## src/rtl/if_fetch_stage.sv

```systemverilog
// Instruction-fetch stage and IF/ID pipeline register for the 5-stage MIPS core.
// Holds the fetch PC, picks the next PC from the ID-stage PCSrc code, and
// registers {instruction, PC, PC+4} into ID. The kernel bit (PC[31]) is kept
// on sequential fetch and can only be cleared, never set, by jr/jalr.
// Optional build macro IF_PERF_CNT_EN adds FetchCount/BubbleCount outputs.
module if_fetch_stage #(
    parameter logic [31:0] RESET_PC = 32'h8000_0000,
    parameter logic [31:0] IRQ_VEC  = 32'h8000_0004,
    parameter logic [31:0] EXC_VEC  = 32'h8000_0008
) (
    input  logic        clk,
    input  logic        reset,
    input  logic [2:0]  PCSrc,
    input  logic [31:0] BranchTarget,
    input  logic [25:0] JumpTarget,
    input  logic [31:0] JrTarget,
    input  logic        IF_Flush,
    input  logic        Stall,
    input  logic [31:0] Instruction_in,
    input  logic        InstReady,
    output logic [31:0] PC,
    output logic        PC_31,
    output logic [31:0] Instruction_id,
    output logic [31:0] PC_id,
    output logic [31:0] PCPlus4_id,
    output logic        PC_id_31,
    output logic        Valid_id
`ifdef IF_PERF_CNT_EN
    ,
    output logic [31:0] FetchCount,
    output logic [31:0] BubbleCount
`endif
);

    localparam logic [2:0] SRC_SEQ    = 3'b000;
    localparam logic [2:0] SRC_BRANCH = 3'b001;
    localparam logic [2:0] SRC_JUMP   = 3'b010;
    localparam logic [2:0] SRC_JR     = 3'b011;
    localparam logic [2:0] SRC_IRQ    = 3'b100;
    localparam logic [2:0] SRC_EXC    = 3'b101;

    logic [31:0] pc_seq;
    logic [31:0] pc_target;
    logic        redirect;
    logic        fetch_ok;

    // Target bits that the address formation never looks at.
    logic unused_bits;
    assign unused_bits = &{1'b0, BranchTarget[31], BranchTarget[1:0], JrTarget[1:0]};

    // Sequential increment stays inside the current half of the address space.
    assign pc_seq   = {PC[31], PC[30:0] + 31'd4};
    assign PC_31    = PC[31];
    assign PC_id_31 = PC_id[31];

    // A real fetch needs no stall, no redirect, no flush and valid memory data.
    assign fetch_ok = !Stall && !redirect && !IF_Flush && InstReady;

    // Decode PCSrc into a redirect flag and its target address; 11x falls back to sequential.
    always_comb begin
        redirect  = 1'b1;
        pc_target = pc_seq;
        case (PCSrc)
            SRC_BRANCH: pc_target = {PC_id[31], BranchTarget[30:2], 2'b00};
            SRC_JUMP:   pc_target = {PC_id[31], PCPlus4_id[30:28], JumpTarget, 2'b00};
            SRC_JR:     pc_target = {JrTarget[31] & PC_id[31], JrTarget[30:2], 2'b00};
            SRC_IRQ:    pc_target = IRQ_VEC;
            SRC_EXC:    pc_target = EXC_VEC;
            SRC_SEQ:    redirect  = 1'b0;
            default:    redirect  = 1'b0;
        endcase
    end

    // PC update and IF/ID register: stall holds everything, redirect/flush/no-data insert a bubble.
    always_ff @(posedge clk or negedge reset) begin
        if (!reset) begin
            PC             <= RESET_PC;
            Instruction_id <= 32'd0;
            PC_id          <= 32'd0;
            PCPlus4_id     <= 32'd0;
            Valid_id       <= 1'b0;
        end else if (!Stall) begin
            if (redirect) begin
                PC             <= pc_target;
                Instruction_id <= 32'd0;
                Valid_id       <= 1'b0;
            end else if (IF_Flush) begin
                if (InstReady) begin
                    PC <= pc_seq;
                end
                Instruction_id <= 32'd0;
                Valid_id       <= 1'b0;
            end else if (!InstReady) begin
                Instruction_id <= 32'd0;
                Valid_id       <= 1'b0;
            end else begin
                PC             <= pc_seq;
                Instruction_id <= Instruction_in;
                PC_id          <= PC;
                PCPlus4_id     <= pc_seq;
                Valid_id       <= 1'b1;
            end
        end
    end

`ifdef IF_PERF_CNT_EN
    // Count real fetches and inserted bubbles; both freeze while stalled and wrap naturally.
    always_ff @(posedge clk or negedge reset) begin
        if (!reset) begin
            FetchCount  <= 32'd0;
            BubbleCount <= 32'd0;
        end else if (!Stall) begin
            if (fetch_ok) begin
                FetchCount <= FetchCount + 32'd1;
            end else begin
                BubbleCount <= BubbleCount + 32'd1;
            end
        end
    end
`else
    logic unused_fetch;
    assign unused_fetch = fetch_ok;
`endif

endmodule
```

## config.mk

```make
export PLATFORM = sky130hd
export DESIGN_NAME = if_fetch_stage
export DESIGN_NICKNAME = d
export VERILOG_FILES = /design/src/rtl/if_fetch_stage.sv
export SDC_FILE = /design/constraint.sdc
export NUM_CORES = 1
export LEC_CHECK = 0
export BUFFER_PORTS_ARGS = -buffer_cell sky130_fd_sc_hd__buf_2
export CAP_MARGIN = 20
export CORE_UTILIZATION = 49
export DETAILED_ROUTE_END_ITERATION = 6
export GPL_TIMING_DRIVEN = 0
export PLACE_DENSITY = 0.81
export SLEW_MARGIN = 20
export SYNTH_ARGS = -nofsm -noshare
export SYNTH_HDL_FRONTEND = slang
export SYNTH_SLANG_ARGS = --single-unit
```

## constraint.sdc

```tcl
create_clock -name clk -period 2.3 [get_ports clk]
set_input_delay 0.345 -clock clk [delete_from_list [all_inputs] [get_ports clk]]
set_output_delay 0.345 -clock clk [all_outputs]
set_load 0.01 [all_outputs]
```

==> qor.txt <==
Status: finished, final reports clean
Switch share: 31.3%
GRT Total Usage: 30.7%
Fin area: 0.00849 mm²
Hold_sp: Instruction_in[4]
Placed instance count: 1086
Clock group share of total power: 38.1%
RR Startpoint: PC[3]
Fin crit period: 2.17 ns
Drt total wl: 20300 µm
Synth Flop Type: dfrtp_1
Syn. warnings: 0
Vias in the first global route: 5796
Core area: 0.0126 mm²
Die Span Y: 116 µm
First-pass GRT wire length: 30500 µm
Avg WL per Cell: 18.1 µm
Comb power frac: 23.0%
Initial Util: 50.2%
Setup Slack @ Placement: -0.134 ns
Post-DP HPWL: 14900 µm
Worst setup EP type: register
Die area: 0.0134 mm²
Critical Path AT: 2.44 ns
CTS tree: done
Worst vdd ir: 485 µV
Synth unique cells: 56
Worst-path clk slew: 0.06 ns
Final hold vios: 0
Sequential fraction of the synthesis area: 48.2%
Cell internal pwr: 4950 µW
Family with the most delay on the worst path: simple AND/OR/NAND/NOR gates
Flop2flop setup slack: 0.13 ns
Min-Delay Endpoint: Instruction_id[4]
Via/cell ratio: 5.60
Fin util: 67.3%
Worst slew pin tran: 0.859 ns
Area grow syn2layout: 33.9%
Most frequent cells in the layout: buf_2 (267), nand2_1 (131), dfrtp_1 (120)
Final slew viol count: 0
Post-synth EDFFs: 0
Setup CP Type: register to register
Initial DRT Pass Iterations: 5
Number of synthesized register bits: 122
CP required: 2.57 ns
Remaining Overflow, GRT: 0
Max Root-Sink Buffers: 2
Setup violators final: 0
Reg2Reg Depth: 6
Clock root buffer: clkbuf_16
Setup TNS: 0 ns
Cell count after synthesis: 662
Leakage: 0.00441 µW
CTS sink cnt: 122
Tcrit/Tclk final: 94.6%
Critical path's largest stage delay: 0.46 ns
PD cells: 849 mW/mm²
Worst Path Max Fanout: 6
RSZ-0062 raised after global routing: false
Max Cap Viol: 0
CP Launch Type: register
IO Pins: 261
H-tree depth: 4
Net switching power: 2260 µW
DR iter-0 viols: 522
Final WS setup: 0.125 ns
Num rows: 41
TritonCTS buffer count: 17
IO buf count: 246
Slew headroom: 42.7%
Seq pwr share: 38.9%
Post-route ant nets: 0
CP Cell Sequence: ha_1 -> nand3_2 -> nor4_4 -> nand4_1 -> o211ai_1 -> o311ai_0
Finished Layout Cells: 1120
Hold Crit Class: input port to register
CP max stage cell: dfrtp_1
Vias after detailed routing: 6270
DRC Markers: 0
Fmax: 460 MHz
Fraction of layout cells with a size suffix above 1: 38.1%
Die width: 116 µm
WP buf/inv: 0
Hold Path Depth: 2
Largest net degree at the start of global routing: 77
Area post-placement: 0.00784 mm²
Synthesized area per cell: 9.58 µm²
Worst-case clock skew: 0.0104 ns
Antenna violations before repair: 2
Worst-Skew Late Latency: 0.42 ns
Async SR Flop Fraction: 100%
Gp weighted congestion: 0.922
Mapped cell area: 0.00634 mm²
Final nets: 1065
Worst R2R End: PC[22]
Commonest non-fill, non-tap cell in the layout: buf_2
## cell families after synthesis
group                      count (synthesis)  share of synthesized area, %
DFF                                      122                          48.2
other                                      1                        0.0591
buffers and inverters                     79                          5.94
AOI/OAI and AO/OA                        189                          20.0
adders and majority gates                  1                         0.197
and+or+nand+nor                          214                          16.8
xor gates and xnor gates                  27                          3.73
muxes                                     29                          5.13
## registers in the layout, summed over array words and instances, names as in the netlist
name,cells
Valid_id,1
PC,30
PCPlus4_id,29
PC_id,30
Instruction_id,32
## worst max path at each step
stage | cells past startpoint | to | start
after CTS | 6 | PC[16] | PC[2]
after global routing | 6 | PC[30] | PC[3]
final | 6 | PC[22] | PC[3]
after global placement | 1 | Instruction_id[18] | reset
after floorplan | 6 | PC[26] | PC[2]
after detailed placement | 8 | PC_id[14] | PCSrc[2]
## per-stage QoR
| stage | total power (µW) | hold WS [ns] |
|---|---|---|
| after global placement | 4420 | 0.455 |
| after detailed placement | 4470 | 0.306 |
| after CTS | 7210 | 0.137 |
| final | 7210 | 0.142 |
| after floorplan | 3680 | 0.0494 |
| after global routing | 7530 | 0.139 |
## final cells by class
class | instances | area, µm²
fillers | 1051 | 4130
flip-flops and latches | 122 | 3060
multi-input cells | 466 | 2960
repair buffers | 248 | 1270
clock buffers | 18 | 439
plain buffers | 64 | 320
well taps | 172 | 215
clock inverters | 14 | 171
inverters | 15 | 56.3
diodes | 1 | 2.50
## cell usage after synthesis, types with 15 or more instances
cell      count  area (µm²)
xnor2_1      15         131
o21ai_0      49         245
a22o_1       37         324
nand2_1     131         492
mux2_2       28         315
buf_2        22         110
nor2_1       22        82.6
a21oi_1      27         135
clkbuf_1     25        93.8
a22oi_1      20         150
inv_1        15        56.3
dfrtp_1     121        3030
## per-layer routing
layer	global-route usage, %	part of all wire, %	up-vias
met4	14.4	3.0	2
met1	39.9	41	3002
met5	0	0.064	-
met2	49.1	48	314
li1	-	-	2900
met3	6.43	8.0	52
## power by group through the flow
stage               Clock (µW)  Combinational [µW]  Sequential [µW]
finish                    2750                1660             2800
global route              2870                1820             2840
CTS                       2760                1650             2800
detailed placement           0                1640             2830
global placement             0                1610             2820
floorplan                    0                 712             2960
## worst register-to-register path, stage by stage (launching register included)
cell	delay, ns
dfrtp_1	0.46
ha_1	0.31
nand3_2	0.24
nor4_4	0.39
nand4_1	0.27
o211ai_1	0.21
o311ai_0	0.14
## repair_timing
| action | CTS | global route |
|---|---|---|
| buffers inserted | 0 | 0 |
| pin swaps | 1 | 0 |
| endpoints found under the setup margin | 3 | 10 |
| resized for setup | 1 | 4 |
| hold endpoints to repair | 46 | 0 |
| hold buffers | 1 | 0 |
Note: power is estimated with default switching activity, not from simulation.
